### src/rtl/core_ibex_ifetch_capture_fifo_if.sv
// Handshake bundle between the probed ifetch signals, the capture FIFO and its consumer.
// master: probe/consumer side; slave: FIFO side. IBEX_IFETCH_CAP_TIMESTAMP_EN adds out_ts_o.
interface core_ibex_ifetch_capture_fifo_if #(
    parameter int unsigned AddrWidth = 32,
    parameter int unsigned DataWidth = 32,
    parameter int unsigned SeqWidth  = 16
`ifdef IBEX_IFETCH_CAP_TIMESTAMP_EN
    ,
    parameter int unsigned TsWidth   = 32
`endif
);
    logic                 fetch_valid_i;
    logic                 fetch_ready_i;
    logic [AddrWidth-1:0] fetch_addr_i;
    logic [DataWidth-1:0] fetch_rdata_i;
    logic                 fetch_err_i;
    logic                 fetch_err_plus2_i;
    logic                 out_valid_o;
    logic                 out_ready_i;
    logic [AddrWidth-1:0] out_addr_o;
    logic [DataWidth-1:0] out_rdata_o;
    logic                 out_err_o;
    logic                 out_err_plus2_o;
    logic [SeqWidth-1:0]  out_seq_o;
`ifdef IBEX_IFETCH_CAP_TIMESTAMP_EN
    logic [TsWidth-1:0]   out_ts_o;
`endif

    modport master (
        output fetch_valid_i,
        output fetch_ready_i,
        output fetch_addr_i,
        output fetch_rdata_i,
        output fetch_err_i,
        output fetch_err_plus2_i,
        output out_ready_i,
        input  out_valid_o,
        input  out_addr_o,
        input  out_rdata_o,
        input  out_err_o,
        input  out_err_plus2_o,
        input  out_seq_o
`ifdef IBEX_IFETCH_CAP_TIMESTAMP_EN
        ,
        input  out_ts_o
`endif
    );

    modport slave (
        input  fetch_valid_i,
        input  fetch_ready_i,
        input  fetch_addr_i,
        input  fetch_rdata_i,
        input  fetch_err_i,
        input  fetch_err_plus2_i,
        input  out_ready_i,
        output out_valid_o,
        output out_addr_o,
        output out_rdata_o,
        output out_err_o,
        output out_err_plus2_o,
        output out_seq_o
`ifdef IBEX_IFETCH_CAP_TIMESTAMP_EN
        ,
        output out_ts_o
`endif
    );
endinterface

### src/rtl/core_ibex_ifetch_capture_fifo.sv
// Captures every fetch handshake (valid && ready) into a FIFO tagged with a sequence number.
// Ports: clk_i, rst_ni (async low), flush_i, bus (slave: fetch_* in, out_* head),
// level_o occupancy, overflow_o sticky drop flag, drop_cnt_o saturating drop count.
// Optional macro IBEX_IFETCH_CAP_TIMESTAMP_EN: per-entry cycle timestamp on out_ts_o.
module core_ibex_ifetch_capture_fifo #(
    parameter int unsigned AddrWidth    = 32,
    parameter int unsigned DataWidth    = 32,
    parameter int unsigned Depth        = 8,
    parameter int unsigned SeqWidth     = 16,
    parameter int unsigned DropCntWidth = 8
`ifdef IBEX_IFETCH_CAP_TIMESTAMP_EN
    ,
    parameter int unsigned TsWidth      = 32
`endif
) (
    input  logic                        clk_i,
    input  logic                        rst_ni,
    input  logic                        flush_i,
    core_ibex_ifetch_capture_fifo_if.slave bus,
    output logic [$clog2(Depth):0]      level_o,
    output logic                        overflow_o,
    output logic [DropCntWidth-1:0]     drop_cnt_o
);
    localparam int unsigned PtrW = $clog2(Depth);
    localparam int unsigned LvlW = PtrW + 1;

    typedef struct packed {
        logic [AddrWidth-1:0] addr;
        logic [DataWidth-1:0] rdata;
        logic                 err;
        logic                 err_plus2;
        logic [SeqWidth-1:0]  seq;
`ifdef IBEX_IFETCH_CAP_TIMESTAMP_EN
        logic [TsWidth-1:0]   ts;
`endif
    } entry_t;

    entry_t                  mem_q [Depth];
    entry_t                  wr_entry;
    entry_t                  head;
    logic [PtrW-1:0]         wr_ptr_q;
    logic [PtrW-1:0]         rd_ptr_q;
    logic [LvlW-1:0]         level_q;
    logic [LvlW-1:0]         level_d;
    logic [SeqWidth-1:0]     seq_q;
    logic                    ovf_q;
    logic [DropCntWidth-1:0] drop_q;
    logic                    cap;
    logic                    pop;
    logic                    full;
    logic                    push;
    logic                    drop;
    logic                    valid;
`ifdef IBEX_IFETCH_CAP_TIMESTAMP_EN
    logic [TsWidth-1:0]      ts_q;
`endif

    assign cap   = bus.fetch_valid_i & bus.fetch_ready_i;
    assign valid = (level_q != '0);
    assign pop   = valid & bus.out_ready_i;
    assign full  = (level_q == LvlW'(Depth));

    // A full FIFO still accepts a capture when the head leaves in the same cycle.
    assign push = cap & ~flush_i & (~full | pop);
    assign drop = cap & ~flush_i & full & ~pop;

    always_comb begin
        level_d = level_q;
        unique case ({push, pop})
            2'b10:   level_d = level_q + LvlW'(1);
            2'b01:   level_d = level_q - LvlW'(1);
            default: level_d = level_q;
        endcase
    end

    always_comb begin
        wr_entry           = '0;
        wr_entry.addr      = bus.fetch_addr_i;
        wr_entry.rdata     = bus.fetch_rdata_i;
        wr_entry.err       = bus.fetch_err_i;
        wr_entry.err_plus2 = bus.fetch_err_plus2_i;
        wr_entry.seq       = seq_q;
`ifdef IBEX_IFETCH_CAP_TIMESTAMP_EN
        wr_entry.ts        = ts_q;
`endif
    end

    always_ff @(posedge clk_i or negedge rst_ni) begin
        if (!rst_ni) begin
            wr_ptr_q <= '0;
            rd_ptr_q <= '0;
            level_q  <= '0;
            seq_q    <= '0;
            ovf_q    <= 1'b0;
            drop_q   <= '0;
        end else begin
            // Sequence advances on every capture, stored, dropped or flushed.
            if (cap) seq_q <= seq_q + SeqWidth'(1);
            if (flush_i) begin
                wr_ptr_q <= '0;
                rd_ptr_q <= '0;
                level_q  <= '0;
            end else begin
                if (push) wr_ptr_q <= wr_ptr_q + PtrW'(1);
                if (pop)  rd_ptr_q <= rd_ptr_q + PtrW'(1);
                level_q <= level_d;
            end
            if (drop) begin
                ovf_q <= 1'b1;
                if (!(&drop_q)) drop_q <= drop_q + DropCntWidth'(1);
            end
        end
    end

    // Payload storage needs no reset; reads are masked while empty.
    always_ff @(posedge clk_i) begin
        if (push) mem_q[wr_ptr_q] <= wr_entry;
    end

`ifdef IBEX_IFETCH_CAP_TIMESTAMP_EN
    always_ff @(posedge clk_i or negedge rst_ni) begin
        if (!rst_ni) ts_q <= '0;
        else         ts_q <= ts_q + TsWidth'(1);
    end
`endif

    assign head = valid ? mem_q[rd_ptr_q] : '0;

    assign bus.out_valid_o     = valid;
    assign bus.out_addr_o      = head.addr;
    assign bus.out_rdata_o     = head.rdata;
    assign bus.out_err_o       = head.err;
    assign bus.out_err_plus2_o = head.err_plus2;
    assign bus.out_seq_o       = head.seq;
`ifdef IBEX_IFETCH_CAP_TIMESTAMP_EN
    assign bus.out_ts_o        = head.ts;
`endif

    assign level_o    = level_q;
    assign overflow_o = ovf_q;
    assign drop_cnt_o = drop_q;
endmodule
### src/flat_wrapper.sv
// flat-port wrapper written by rule: the top's interface ports become plain ports
module core_ibex_ifetch_capture_fifo_flat 
#(
    parameter int unsigned AddrWidth    = 32,
    parameter int unsigned DataWidth    = 32,
    parameter int unsigned Depth        = 8,
    parameter int unsigned SeqWidth     = 16,
    parameter int unsigned DropCntWidth = 8

)
  (clk_i, rst_ni, flush_i, level_o, overflow_o, drop_cnt_o, bus_fetch_valid_i, bus_fetch_ready_i, bus_fetch_addr_i, bus_fetch_rdata_i, bus_fetch_err_i, bus_fetch_err_plus2_i, bus_out_ready_i, bus_out_valid_o, bus_out_addr_o, bus_out_rdata_o, bus_out_err_o, bus_out_err_plus2_o, bus_out_seq_o);
  core_ibex_ifetch_capture_fifo_if #(.AddrWidth(AddrWidth), .DataWidth(DataWidth), .SeqWidth(SeqWidth)) bus_i ();
  input  logic clk_i;
  input  logic rst_ni;
  input  logic flush_i;
  output logic [$clog2(Depth):0] level_o;
  output logic overflow_o;
  output logic [DropCntWidth-1:0] drop_cnt_o;
  input wire logic [$bits(bus_i.fetch_valid_i)-1:0] bus_fetch_valid_i;
  input wire logic [$bits(bus_i.fetch_ready_i)-1:0] bus_fetch_ready_i;
  input wire logic [$bits(bus_i.fetch_addr_i)-1:0] bus_fetch_addr_i;
  input wire logic [$bits(bus_i.fetch_rdata_i)-1:0] bus_fetch_rdata_i;
  input wire logic [$bits(bus_i.fetch_err_i)-1:0] bus_fetch_err_i;
  input wire logic [$bits(bus_i.fetch_err_plus2_i)-1:0] bus_fetch_err_plus2_i;
  input wire logic [$bits(bus_i.out_ready_i)-1:0] bus_out_ready_i;
  output wire logic [$bits(bus_i.out_valid_o)-1:0] bus_out_valid_o;
  output wire logic [$bits(bus_i.out_addr_o)-1:0] bus_out_addr_o;
  output wire logic [$bits(bus_i.out_rdata_o)-1:0] bus_out_rdata_o;
  output wire logic [$bits(bus_i.out_err_o)-1:0] bus_out_err_o;
  output wire logic [$bits(bus_i.out_err_plus2_o)-1:0] bus_out_err_plus2_o;
  output wire logic [$bits(bus_i.out_seq_o)-1:0] bus_out_seq_o;
  assign bus_i.fetch_valid_i = bus_fetch_valid_i;
  assign bus_i.fetch_ready_i = bus_fetch_ready_i;
  assign bus_i.fetch_addr_i = bus_fetch_addr_i;
  assign bus_i.fetch_rdata_i = bus_fetch_rdata_i;
  assign bus_i.fetch_err_i = bus_fetch_err_i;
  assign bus_i.fetch_err_plus2_i = bus_fetch_err_plus2_i;
  assign bus_i.out_ready_i = bus_out_ready_i;
  assign bus_out_valid_o = bus_i.out_valid_o;
  assign bus_out_addr_o = bus_i.out_addr_o;
  assign bus_out_rdata_o = bus_i.out_rdata_o;
  assign bus_out_err_o = bus_i.out_err_o;
  assign bus_out_err_plus2_o = bus_i.out_err_plus2_o;
  assign bus_out_seq_o = bus_i.out_seq_o;
  core_ibex_ifetch_capture_fifo #(.AddrWidth(AddrWidth), .DataWidth(DataWidth), .Depth(Depth), .SeqWidth(SeqWidth), .DropCntWidth(DropCntWidth)) u_core (.clk_i(clk_i), .rst_ni(rst_ni), .flush_i(flush_i), .bus(bus_i), .level_o(level_o), .overflow_o(overflow_o), .drop_cnt_o(drop_cnt_o));
endmodule
### config.mk
export PLATFORM = sky130hd
export DESIGN_NAME = core_ibex_ifetch_capture_fifo_flat
export DESIGN_NICKNAME = d
export VERILOG_FILES = /design/src/rtl/core_ibex_ifetch_capture_fifo_if.sv /design/src/rtl/core_ibex_ifetch_capture_fifo.sv /design/src/flat_wrapper.sv
export SDC_FILE = /design/constraint.sdc
export NUM_CORES = 1
export LEC_CHECK = 0
export BUFFER_PORTS_ARGS = -buffer_cell sky130_fd_sc_hd__buf_4
export CORE_MARGIN = 10
export CORE_UTILIZATION = 40
export DETAILED_ROUTE_END_ITERATION = 10
export SLEW_MARGIN = 20
export SYNTH_ARGS = -nofsm -noshare
export SYNTH_HDL_FRONTEND = slang
export SYNTH_SLANG_ARGS = --single-unit
### constraint.sdc
create_clock -name clk_i -period 8.38 [get_ports clk_i]
set_input_delay 0.419 -clock clk_i [delete_from_list [all_inputs] [get_ports clk_i]]
set_output_delay 0.419 -clock clk_i [all_outputs]
set_load 0.01 [all_outputs]
# Word level (Yosys, flattened, before mapping)
# Memory sizes are Yosys's and may differ from the RTL's.
# Index checks and enable logic that the tools add are counted.
# classes
add_sub_neg	6
eq_ne	3
n_mux	9
bitwise_logic	11
n_reduce_logical	6
# op_table
cell	n
82-bit 2-to-1 mux	1
16-bit by 1-bit adder with 16-bit output (second input constant)	1
3-bit 2-to-1 mux	4
8-bit by 1-bit adder with 8-bit output (second input constant)	1
4-bit one-hot mux with 2 select lines	1
8-bit AND reduction	1
3-bit by 1-bit adder with 3-bit output (second input constant)	2
1-bit AND	6
4-bit by 1-bit adder with 4-bit output (second input constant)	1
4-bit == test (second input constant)	1
4-bit 2-to-1 mux	1
1-bit inverter	4
2-bit nonzero test	2
4-bit nonzero test	1
4-bit by 1-bit subtractor with 4-bit output (second input constant)	1
3-bit nonzero test	1
2-bit by 1-bit == test with 1-bit output (second input constant)	1
2-bit == test (second input constant)	1
1-bit 2-to-1 mux	2
2-bit AND reduction	1
1-bit bitwise OR	1
# word_totals
ff_bits	35
ramBits	656
n_memories	1
# mem_list
memory	words	word_bits	read_ports	rd_clocked_by_memory_dff	write_ports	line_no	rtl
u_core.mem_q	8	82	1	0	1	core_ibex_ifetch_capture_fifo.sv:38	entry_t mem_q [Depth];

# Depth between registers and ports, before layout
# depth
depth_word	7
mapped_depth	8
depth_no_buf	7

# Worst setup path before layout
# No wires, ideal clock.
# synth_timing
path_kind	flip-flop to flip-flop
start	reg u_core.level_q[0] (netlist: u_core.level_o[0])
end	mem u_core.mem_q[1][0] (netlist name) (enable)
setup_ns	0.623
arrival_ns	6.545
setup_slack_ns	1.212
path_stages_with_launch	5
period_less_slack_ns	7.168
path_cell_list	dfrtp_1 > or3_1 > buf_2 > o211ai_1 > nor3_1
# synth_via
elab_chain_len	6
word_cells_on_any_way	8
cone_classes	eq/ne: 1; mux: 2; bitwise: 4; reduce/logical: 1
# synth_lines
item	line_no	rtl
start, declared	core_ibex_ifetch_capture_fifo.sv:43	logic [LvlW-1:0] level_q;
start signal, assigned	core_ibex_ifetch_capture_fifo.sv:106	level_q <= level_d;
4-bit nonzero test / 4-bit == test (equally long branches)	core_ibex_ifetch_capture_fifo.sv:59, core_ibex_ifetch_capture_fifo.sv:61	
1-bit AND / 1-bit inverter (equally long branches)	core_ibex_ifetch_capture_fifo.sv:60, core_ibex_ifetch_capture_fifo.sv:64	
1-bit bitwise OR (*)	core_ibex_ifetch_capture_fifo.sv:64	assign push = cap & ~flush_i & (~full | pop);
1-bit AND (*)	core_ibex_ifetch_capture_fifo.sv:64	
1-bit 2-to-1 mux (*)	core_ibex_ifetch_capture_fifo.sv:117	if (push) mem_q[wr_ptr_q] <= wr_entry;
1-bit 2-to-1 mux (implied by the code) (*)	core_ibex_ifetch_capture_fifo.sv:117	
end, declared	core_ibex_ifetch_capture_fifo.sv:38	
# Mark *: on every way between the ends. The rest lies on a longest branch, timed or not.

# Final worst setup path
# layout_timing
start	reg u_core.rd_ptr_q[0]
end	out bus_out_seq_o[3]
# layout_via
elab_chain_len	2
# layout_lines
item	line_no	rtl
start, declared	core_ibex_ifetch_capture_fifo.sv:42	logic [PtrW-1:0] rd_ptr_q;
start signal, assigned	core_ibex_ifetch_capture_fifo.sv:105	if (pop) rd_ptr_q <= rd_ptr_q + PtrW'(1);
memory read 8 x 82 bit	-	
82-bit 2-to-1 mux	core_ibex_ifetch_capture_fifo.sv:127	assign head = valid ? mem_q[rd_ptr_q] : '0;
end, declared	flat_wrapper.sv:31	output wire logic [$bits(bus_i.out_seq_o)-1:0] bus_out_seq_o;
# Every way passes these cells.

==> flow_metrics.env <==
export IMPL_timing_hold_worst_start="bus_fetch_addr_i[19]"
export IMPL_synth_top_cell_area_share=0.740
export IMPL_yosys_cell_types_count=43
export IMPL_clock_root_buffer="clkbuf_16"
export IMPL_antenna_cells_inserted=0
export IMPL_critical_path_most_common_cell="buf_4"
export IMPL_clk_pin_slew_worst_paths_ns=0.06
export IMPL_crit_path_start="u_core.rd_ptr_q[0]$_DFFE_PN0P_"
export IMPL_cts_sinks=691
export IMPL_crit_arrival_ns=4.10
export IMPL_cts_tree="yes"
export IMPL_floorplan_initialDensity=0.404
export IMPL_cp_num_buf_inv=3
export IMPL_placeableCoreArea_sq_um=65900
export IMPL_cts_max_path_buffers=3
export IMPL_syn2layout_area_growth_pct=18.0
export IMPL_finalSetupViolations=0
export IMPL_post_synth_main_area_contributors="edfxtp_1 (74%), mux4_2 (14%), dfrtp_1 (3.3%)"
export IMPL_sequential_power_share=0.449
export IMPL_crit_reg2reg_launch="u_core.level_o[0]$_DFFE_PN0P_"
export IMPL_via_per_inst=5.30
export IMPL_synth_top_cell_by_area="edfxtp_1"
export IMPL_antenna_found_initial=3
export IMPL_pin_count=168
export IMPL_max_freq_ghz=0.221
export IMPL_worstSetupPathDepth=6
export IMPL_crit_path_cell_trace="buf_12 -> buf_4 -> mux4_2 -> mux2i_1 -> nor2_1 -> buf_4"
export IMPL_largest_net_degree_at_the_start_of_global_routing=73
export IMPL_ff2ff_path_depth=5
export IMPL_cap_viol_max_count=0
export IMPL_grt_first_pass_wirelength_mm=86.1
export IMPL_power_leakage_uw=0.0102
export IMPL_final_net_count=1511
export IMPL_number_of_warning_messages_in_the_yosys_log=0
export IMPL_peak_fanout_along_the_critical_path=63
export IMPL_final_cell_area_sq_um=31400
export IMPL_first_global_vias=13400
export IMPL_endpoint_kind="primary output"
export IMPL_postSynth_topFlopCell="edfxtp_1"
export IMPL_final_hold_violation_count=0
export IMPL_detail_route_wl_per_cell_um=24.1
export IMPL_post_synth_instance_area_sq_um=26600
export IMPL_tightest_slew_ns=1.04
export IMPL_drt_iter0_drc=960
export IMPL_clk_latency_worst_skew_pair_ns=0.61
export IMPL_drcViolationCount=0
export IMPL_dieArea_sq_um=77300
export IMPL_chipWidth_um=278
export IMPL_dr_total_vias=12400
export IMPL_remaining_antenna_violation_count=0
export IMPL_layout_worst_path_cycle_share=0.540
export IMPL_critical_path_top_delay_family="buffers and inverters"
export IMPL_routed_wirelength_mm=56.7
export IMPL_core_rowCount=94
export IMPL_die_height_um=278
export IMPL_ys_seq_area_frac=0.772
export IMPL_drt_pass1_iterations=5
export IMPL_cts_inserted_buffers=73
export IMPL_power_density_nw_per_um2=284
export IMPL_mappedNetlistNets=1295
export IMPL_final_min_clock_period_ns=4.52
export IMPL_crit_path_start_kind="flop"
export IMPL_totalNegativeSetupSlack_ns=0
export IMPL_hp_class="input port to flop"
export IMPL_synth_async_sr_flop_share=0.0507
export IMPL_p_sw_frac=0.259
export IMPL_max_stage_delay_ns=1.04
export IMPL_synth_avg_cell_area_sq_um=21.9
export IMPL_cts_htree_levels=3
export IMPL_placedInstanceArea_sq_um=29000
export IMPL_vdd_drop_max_mv=0.133
export IMPL_timing_hold_worst_path_depth=1
export IMPL_layout_drive_gt1_share=0.320
export IMPL_cts_repair_resized=0
export IMPL_outcome="finished, final reports clean"
export IMPL_timing_worst_setup_path_type="flop to primary output"
export IMPL_syn_instance_count=1217
export IMPL_slowest_cp_cell="dfrtp_4"
export IMPL_yosys_register_bits=691
export IMPL_maxSlewHeadroom=0.306
export IMPL_fin_worst_hold_slack_ns=0.0405
export IMPL_port_buffers=167
export IMPL_synth_edff_count=656
export IMPL_net_switching_power_uw=2310
export IMPL_power_clock_fraction=0.355
export IMPL_slew_violations=0
export IMPL_unrepaired_setup_endpoints_after_global_routing="no"
export IMPL_internal_power_uw=6620
export IMPL_post_dp_hpwl_mm=29.9
export IMPL_r2r_setup_slack_ns=4.79
export IMPL_worst_ep_required_time_ns=7.96
export IMPL_grt_total_usage=0.146
export IMPL_overflow=0
export IMPL_finClkSkew_ns=0.0136
export IMPL_power_share_of_the_combinational_group=0.196
export IMPL_routabilityCongestion=0.702
-- placed cells by master, fill, tap and decap left out, types with 11 or more instances in the layout --
master	count
edfxtp_1	656
buf_4	190
mux4_2	164
nor2_1	92
mux2i_1	85
clkbuf_16	76
dfrtp_1	32
nand2_1	16
xnor2_1	16
clkbuf_1	16
clkinv_1	12
xor2_1	11
clkinv_2	11
-- synth_stat cells (2+ instances only) --
cell	n
a21oi_1	2
nor4_1	2
xor2_1	11
o211ai_1	4
a31oi_1	3
nand2b_1	4
buf_2	25
inv_1	3
buf_4	5
clkbuf_1	24
nor3_1	6
nand4_1	4
nor3b_1	2
nor2_1	99
nor2b_1	3
mux2i_1	85
buf_1	6
nand2_1	16
nand3_1	10
mux4_2	164
and4_1	4
mux2_4	2
dfrtp_1	35
and3_1	4
edfxtp_1	656
ha_1	6
xnor2_1	16
-- power groups by stage --
| stage | Clock, uW | Combinational, uW | Sequential (uW) |
|---|---|---|---|
| finish | 3170 | 1750 | 4010 |
| CTS | 3260 | 1810 | 4020 |
| floorplan | 0 | 1150 | 4000 |
| global placement | 0 | 1790 | 4090 |
| global route | 3400 | 1910 | 4040 |
| detailed placement | 0 | 1800 | 4090 |
-- sequential cells by signal, summed over array words and instances (netlist names) --
signal,count
u_core.mem_q,656
u_core.seq_q,16
u_core.drop_cnt_o,8
u_core.level_o,4
u_core.rd_ptr_q,3
u_core.wr_ptr_q,3
u_core.overflow_o,1
-- final timing paths --
check	to
worst max-delay path	bus_out_seq_o[3]
worst min-delay path	u_core.mem_q[0][69]$_DFFE_PP_
worst max register to register	u_core.mem_q[5][13]$_DFFE_PP_
worst min register to register	u_core.overflow_o$_DFFE_PN0P_
max in group asynchronous	u_core.rd_ptr_q[0]$_DFFE_PN0P_
min in group asynchronous	u_core.rd_ptr_q[1]$_DFFE_PN0P_
-- timing repair --
item	in CTS	in global routing
hold endpoints to repair	76	0
hold buffers	10	0
setup buffers	0	0
-- kinds of logic after synthesis --
group	share of synthesized area
compound gates	0.00531
simple gates	0.0271
fa+ha+maj	0.00282
flops	0.772
xor+xnor	0.00888
mux	0.172
buf+inv	0.0113
-- through the flow --
stage,setup slack (ns),instances,total power [uW],util
3_3_place_gp,4.36,2211,5880,0.440
2_1_floorplan,1.21,1217,5140,-
3_5_place_dp,4.31,2211,5890,0.440
6_report,3.86,2349,8930,0.477
4_1_cts,3.64,2348,9090,0.477
5_1_grt,3.48,2349,9350,0.477
-- area by class of cell --
type	instances	area (sq um)
sequential	691	20600
inverter	4	15.0
tap	864	1080
timing repair buffer	202	1570
clock inverter	34	375
multi-input combinational	461	5820
clock buffer	93	1980
fill	5451	34400
-- routing by layer --
metal,track usage,vias up,share of wire
li1,-,5442,-
met1,0.190,6660,0.43
met2,0.248,272,0.51
met3,0.0286,61,0.048
met4,0.0410,4,0.014
met5,0,-,0.00046
(Power assumes the default switching activity.)
